## config.mk

```make
export PLATFORM = sky130hd
export DESIGN_NAME = alu_bus_master
export DESIGN_NICKNAME = d
export VERILOG_FILES = /design/src/rtl/alu_bus_master_pkg.sv /design/src/rtl/alu_bus_beat.sv /design/src/rtl/alu_bus_master.sv
export SDC_FILE = /design/constraint.sdc
export NUM_CORES = 1
export LEC_CHECK = 0
export BUFFER_PORTS_ARGS = -buffer_cell sky130_fd_sc_hd__buf_2
export CORE_UTILIZATION = 53
export DETAILED_ROUTE_END_ITERATION = 16
export PLACE_DENSITY = 0.79
export SLEW_MARGIN = 20
export SYNTH_ARGS = -nofsm -noshare
export SYNTH_HDL_FRONTEND = slang
export SYNTH_SLANG_ARGS = --single-unit
```

## constraint.sdc

```tcl
create_clock -name clk -period 8.4 [get_ports clk]
set_input_delay 0.42 -clock clk [delete_from_list [all_inputs] [get_ports clk]]
set_output_delay 0.42 -clock clk [all_outputs]
set_load 0.01 [all_outputs]
```

## src/rtl/alu_bus_master_pkg.sv

```systemverilog
// alu_bus_master_pkg: slave register map, done code and FSM encoding shared by the bus master.
package alu_bus_master_pkg;
   localparam logic [7:0] ADDR_OPA    = 8'd0;
   localparam logic [7:0] ADDR_OPB    = 8'd1;
   localparam logic [7:0] ADDR_OPCODE = 8'd2;
   localparam logic [7:0] ADDR_RES1   = 8'd3;
   localparam logic [7:0] ADDR_RES2   = 8'd4;
   localparam logic [7:0] ADDR_START  = 8'd5;
   localparam logic [7:0] ADDR_DONE   = 8'd6;
   localparam logic [7:0] ADDR_CLEAR  = 8'd7;
   localparam logic [1:0] DONE_CODE   = 2'b11;
   typedef enum logic [3:0] {
      S_IDLE, S_WR_A, S_WR_B, S_WR_OP, S_WR_START, S_POLL_REQ, S_POLL_WAIT,
      S_R1_REQ, S_R1_WAIT, S_R2_REQ, S_R2_WAIT, S_WR_CLR, S_RESP
   } state_t;
endpackage

```

## src/rtl/alu_bus_beat.sv

```systemverilog
// alu_bus_beat: registers one slave bus beat (write or read request); bus idles at all-zero.
module alu_bus_beat (
   input  logic        clk,
   input  logic        reset,
   input  logic        i_go,
   input  logic        i_wr,
   input  logic [7:0]  i_addr,
   input  logic [31:0] i_data,
   output logic        o_sel,
   output logic        o_wr,
   output logic [7:0]  o_addr,
   output logic [31:0] o_din
);
   always_ff @(posedge clk or posedge reset) begin
      if (reset) begin
         o_sel  <= 1'b0;
         o_wr   <= 1'b0;
         o_addr <= '0;
         o_din  <= '0;
      end else begin
         o_sel  <= i_go;
         o_wr   <= i_go & i_wr;
         o_addr <= i_go ? i_addr : '0;
         o_din  <= (i_go & i_wr) ? i_data : '0;
      end
   end
endmodule

```

## src/rtl/alu_bus_master.sv

```systemverilog
// alu_bus_master: turns one host command into the write/start/poll/read/clear
// transaction of the memory-mapped ALU slave and returns both result words.
module alu_bus_master
   import alu_bus_master_pkg::*;
#(
   parameter int MAX_POLLS = 256,
   parameter int POLL_CW   = 9
) (
   input  logic        clk,
   input  logic        reset,
   input  logic        cmd_valid,
   output logic        cmd_ready,
   input  logic [31:0] cmd_a,
   input  logic [31:0] cmd_b,
   input  logic [3:0]  cmd_op,
   output logic        rsp_valid,
   output logic [31:0] rsp_result1,
   output logic [31:0] rsp_result2,
   output logic        rsp_timeout,
   output logic        S_sel,
   output logic        S_wr,
   output logic [7:0]  S_addr,
   output logic [31:0] S_din,
   input  logic [31:0] S_dout
);
   localparam logic [POLL_CW-1:0] LP_MAX = POLL_CW'(MAX_POLLS);
   state_t               r_state, w_state_nx;
   logic [31:0]          r_a, r_b, r_res1, r_res2, w_a, w_data;
   logic [3:0]           r_op;
   logic [POLL_CW-1:0]   r_polls, w_polls_inc;
   logic                 r_to, w_accept, w_done, w_go, w_wr;
   logic [7:0]           w_addr;
   assign w_accept    = (r_state == S_IDLE) && cmd_valid;
   assign w_done      = S_dout[1:0] == DONE_CODE;
   assign w_polls_inc = r_polls + 1'b1;
   // operand A is written on the very edge it is latched, so bypass the register
   assign w_a         = w_accept ? cmd_a : r_a;
   always_ff @(posedge clk or posedge reset) begin
      if (reset) r_state <= S_IDLE;
      else       r_state <= w_state_nx;
   end
   always_comb begin
      w_state_nx = S_IDLE;
      case (r_state)
         S_IDLE:      w_state_nx = w_accept ? S_WR_A : S_IDLE;
         S_WR_A:      w_state_nx = S_WR_B;
         S_WR_B:      w_state_nx = S_WR_OP;
         S_WR_OP:     w_state_nx = S_WR_START;
         S_WR_START:  w_state_nx = S_POLL_REQ;
         S_POLL_REQ:  w_state_nx = S_POLL_WAIT;
         S_POLL_WAIT: w_state_nx = w_done ? S_R1_REQ : (w_polls_inc == LP_MAX) ? S_WR_CLR : S_POLL_REQ;
         S_R1_REQ:    w_state_nx = S_R1_WAIT;
         S_R1_WAIT:   w_state_nx = S_R2_REQ;
         S_R2_REQ:    w_state_nx = S_R2_WAIT;
         S_R2_WAIT:   w_state_nx = S_WR_CLR;
         S_WR_CLR:    w_state_nx = S_RESP;
         default:     w_state_nx = S_IDLE;
      endcase
   end
   // beat request is decoded from the next state so the registered bus lines up with it
   always_comb begin
      w_go   = 1'b1;
      w_wr   = 1'b1;
      w_addr = '0;
      w_data = '0;
      case (w_state_nx)
         S_WR_A:     begin w_addr = ADDR_OPA;    w_data = w_a;           end
         S_WR_B:     begin w_addr = ADDR_OPB;    w_data = r_b;           end
         S_WR_OP:    begin w_addr = ADDR_OPCODE; w_data = {28'b0, r_op}; end
         S_WR_START: begin w_addr = ADDR_START;  w_data = 32'h1;         end
         S_WR_CLR:   begin w_addr = ADDR_CLEAR;  w_data = 32'h1;         end
         S_POLL_REQ: begin w_wr = 1'b0; w_addr = ADDR_DONE; end
         S_R1_REQ:   begin w_wr = 1'b0; w_addr = ADDR_RES1; end
         S_R2_REQ:   begin w_wr = 1'b0; w_addr = ADDR_RES2; end
         default:    begin w_go = 1'b0; w_wr = 1'b0; end
      endcase
   end
   always_ff @(posedge clk or posedge reset) begin
      if (reset) begin
         r_a         <= '0;
         r_b         <= '0;
         r_op        <= '0;
         r_polls     <= '0;
         r_to        <= 1'b0;
         r_res1      <= '0;
         r_res2      <= '0;
         cmd_ready   <= 1'b1;
         rsp_valid   <= 1'b0;
         rsp_result1 <= '0;
         rsp_result2 <= '0;
         rsp_timeout <= 1'b0;
      end else begin
         cmd_ready <= w_state_nx == S_IDLE;
         rsp_valid <= w_state_nx == S_RESP;
         if (w_accept) begin
            r_a         <= cmd_a;
            r_b         <= cmd_b;
            r_op        <= cmd_op;
            r_polls     <= '0;
            r_to        <= 1'b0;
            r_res1      <= '0;
            r_res2      <= '0;
            rsp_timeout <= 1'b0;
         end
         if (r_state == S_POLL_WAIT && !w_done) begin
            r_polls <= w_polls_inc;
            r_to    <= w_polls_inc == LP_MAX;
         end
         if (r_state == S_R1_WAIT) r_res1 <= S_dout;
         if (r_state == S_R2_WAIT) r_res2 <= S_dout;
         if (w_state_nx == S_RESP) begin
            rsp_result1 <= r_res1;
            rsp_result2 <= r_res2;
            rsp_timeout <= r_to;
         end
      end
   end
   alu_bus_beat u_beat (
      .clk    (clk),
      .reset  (reset),
      .i_go   (w_go),
      .i_wr   (w_wr),
      .i_addr (w_addr),
      .i_data (w_data),
      .o_sel  (S_sel),
      .o_wr   (S_wr),
      .o_addr (S_addr),
      .o_din  (S_din)
   );
endmodule

```

==> flow_metrics.tcl <==
set metrics [dict create \
    status "complete, no violations" \
    nets 1207 \
    pre_cts_ws_ps 5900 \
    netlist_instances 920 \
    register_area_um2 5460 \
    start_util_pct 54.2 \
    ctsRootBufferMaster "clkbuf_16" \
    vdd_ir_drop_max_uv 200 \
    die_x_um 129 \
    final_cell_mix "451 x nand2_1, 217 x dfrtp_1, 206 x buf_2" \
    timing.fmax_ghz 0.395 \
    io_pins 212 \
    nFillCells 1290 \
    dieArea_um2 16700 \
    cts_buffers 23 \
    die_h_um 129 \
    worst_slack_ps 5870 \
    ys_top_cells_by_area "dfrtp_1 63%, nand2_1 20%, o21ai_0 4.6%" \
    slew_headroom_pct 34.9 \
    first_pass_iters 5 \
    multiInputGateArea_um2 2910 \
    drt_iter0_drc 432 \
    ys_types 43 \
    setup_viol 0 \
    final.setup.tns_ps 0 \
    worst_pin_slew_ps 977 \
    power_uw 3780 \
    grt_pass1_vias 6471 \
    start_kind "register" \
    avgSynthCellArea_um2 9.32 \
    via_count 6794 \
    synth_largest_area_cell "dfrtp_1" \
    p_leak_uw 0.00567 \
    insertion_delay_ps 500 \
    hold_viol 0 \
    area_growth_pct 22.1 \
    required_ps 8760 \
    min_path_type "input port to register" \
    grt_overflow 0 \
    clk_pin_slew_ps 60 \
    synthArstFlopShare_pct 100 \
    rsz0062_at_grt "no" \
    drt-total-wl_um 19900 \
    synth_top_area_share_pct 63.3 \
    antenna_left 0 \
    core_area_um2 15800 \
    cap_violations 0 \
    fin_crit_ps 2530 \
    synth_edf_count 0 \
    synth-main-ff-cell "dfrtp_1" \
    gp_congestion 0.838 \
    maxSlewViolCount 0 \
    clockBufferDepth 3 \
    port_buffers 206 \
    layout_commonest_cell "nand2_1" \
    cts_setup_buffers 0 \
    grtUsageTotal_pct 24.1 \
    grt_pass1_wl_um 32100 \
    clock-sinks 218 \
    avgRoutedWirePerCell_um 15.0 \
    placementRows 46 \
    cts_tree "yes" \
    dpl.hpwl_um 12500 \
    crit_path_max_fanout 69 \
    ctsResizeCount 0 \
    vias_per_cell 5.10 \
    drive_gt1_share_pct 23.7 \
    drc 0 \
    synth-seq-area-share_pct 63.6 \
    critPathKind "register to register" \
    ys_ff_latch 218 \
    grt_max_degree 149 \
    finClkSkew_ps 16.7 \
    holdBufCountCts 0 \
    cp-end-kind "register" \
    h-tree-depth 1 \
    power.density_nw_per_um2 360 \
    fin_crit_sh_pct 30.1 \
    cp.arrival_ps 2890 \
    netlist_area_um2 8580 \
    antenna_found_initial 1 \
    yosysWarnings 0 \
]
==> cell usage after synthesis (2+ instances only) <==
cell type,instances
and3_1,2
and2_1,4
buf_1,3
o31ai_1,3
nor2b_1,3
nand2_1,451
a21oi_1,6
nor2_1,13
a32oi_1,3
nor3_1,4
inv_1,3
dfrtp_1,217
nand3_1,9
buf_4,5
a22o_1,30
a211oi_1,2
nand2b_1,5
buf_2,9
clkbuf_1,43
o21ai_0,78
a31oi_1,3
or2_2,3
==> path summary, 6_finish.rpt <==
| kind | slack (ps) | to | startpoint | cells past startpoint |
|---|---|---|---|---|
| worst max-delay path | 5870 | r_polls[2] | r_state[2] | 6 |
| worst min-delay path | 110 | r_b[24] | cmd_b[24] | 3 |
| min in group asynchronous | 130 | u_beat.o_din[11] | reset | 2 |
| max in group asynchronous | 6730 | r_polls[0] | reset | 3 |
| worst max register to register | 5870 | r_polls[2] | r_state[2] | 6 |
| worst min register to register | 460 | rsp_result2[27] | r_res2[27] | 2 |
==> power breakdown <==
group,switching [uW],leakage [uW],internal [uW],total [uW]
logic,653,0.00240,404,1060
registers,242,0.00291,1490,1730
clock network,394,0.000361,594,989
==> layer usage <==
layer | part of all wire, % | GRT usage, % | vias to the layer above
li1 | - | - | 3311
met1 | 43 | 32.7 | 3222
met2 | 48 | 39.0 | 225
met3 | 7.0 | 5.82 | 36
met4 | 2.0 | 7.06 | 0
met5 | 0 | 0 | -
==> state kept, by name (all words and copies together), names as in the netlist, 3 cells and up <==
register and flops:
r_res2 32, r_op 4, u_beat.o_din 32, r_b 32, rsp_result2 32, r_res1 32
r_polls 9, rsp_result1 32, u_beat.o_addr 3, r_state 4
==> kinds of logic (layout without fill, tap and decap cells) <==
group	count (synthesis)	count (layout)	share of synthesized area, %
AO/OA/AOI/OAI	134	134	9.82
XOR/XNOR	2	2	0.204
adder cells (fa/ha/maj)	1	1	0.146
buffers and inverters	63	254	3.11
flip-flops	218	218	63.6
multiplexers	2	2	0.248
other	1	6	0.0437
AND/OR/NAND/NOR	499	499	22.8
==> area by class of cell <==
type / instances / share of cell area, %
diodes: 1 / 0.0239
well taps: 216 / 2.58
clock inverters: 6 / 0.765
flip-flops and latches: 218 / 52.1
inverters: 3 / 0.179
clock buffers: 31 / 6.16
repair buffers: 214 / 10.4
multi-input cells: 643 / 27.8
==> metrics by stage <==
stage	utilization [%]	instances	hold WS, ps	area [um^2]
2_1_floorplan	-	924	439	8590
3_3_place_gp	61.6	1294	446	9740
3_5_place_dp	61.6	1294	446	9740
4_1_cts	66.2	1331	99.0	10500
5_1_grt	66.2	1332	98.7	10500
6_report	66.2	1332	115	10500
==> critical path, stage by stage, from the launching register on <==
cell and delay [ps]:
dfrtp_1 490, nor2_1 410, and3_2 250, buf_4 540, nor2_1 340, o21ai_0 240
o21ai_0 110
Power figures use the tool's default switching activity.
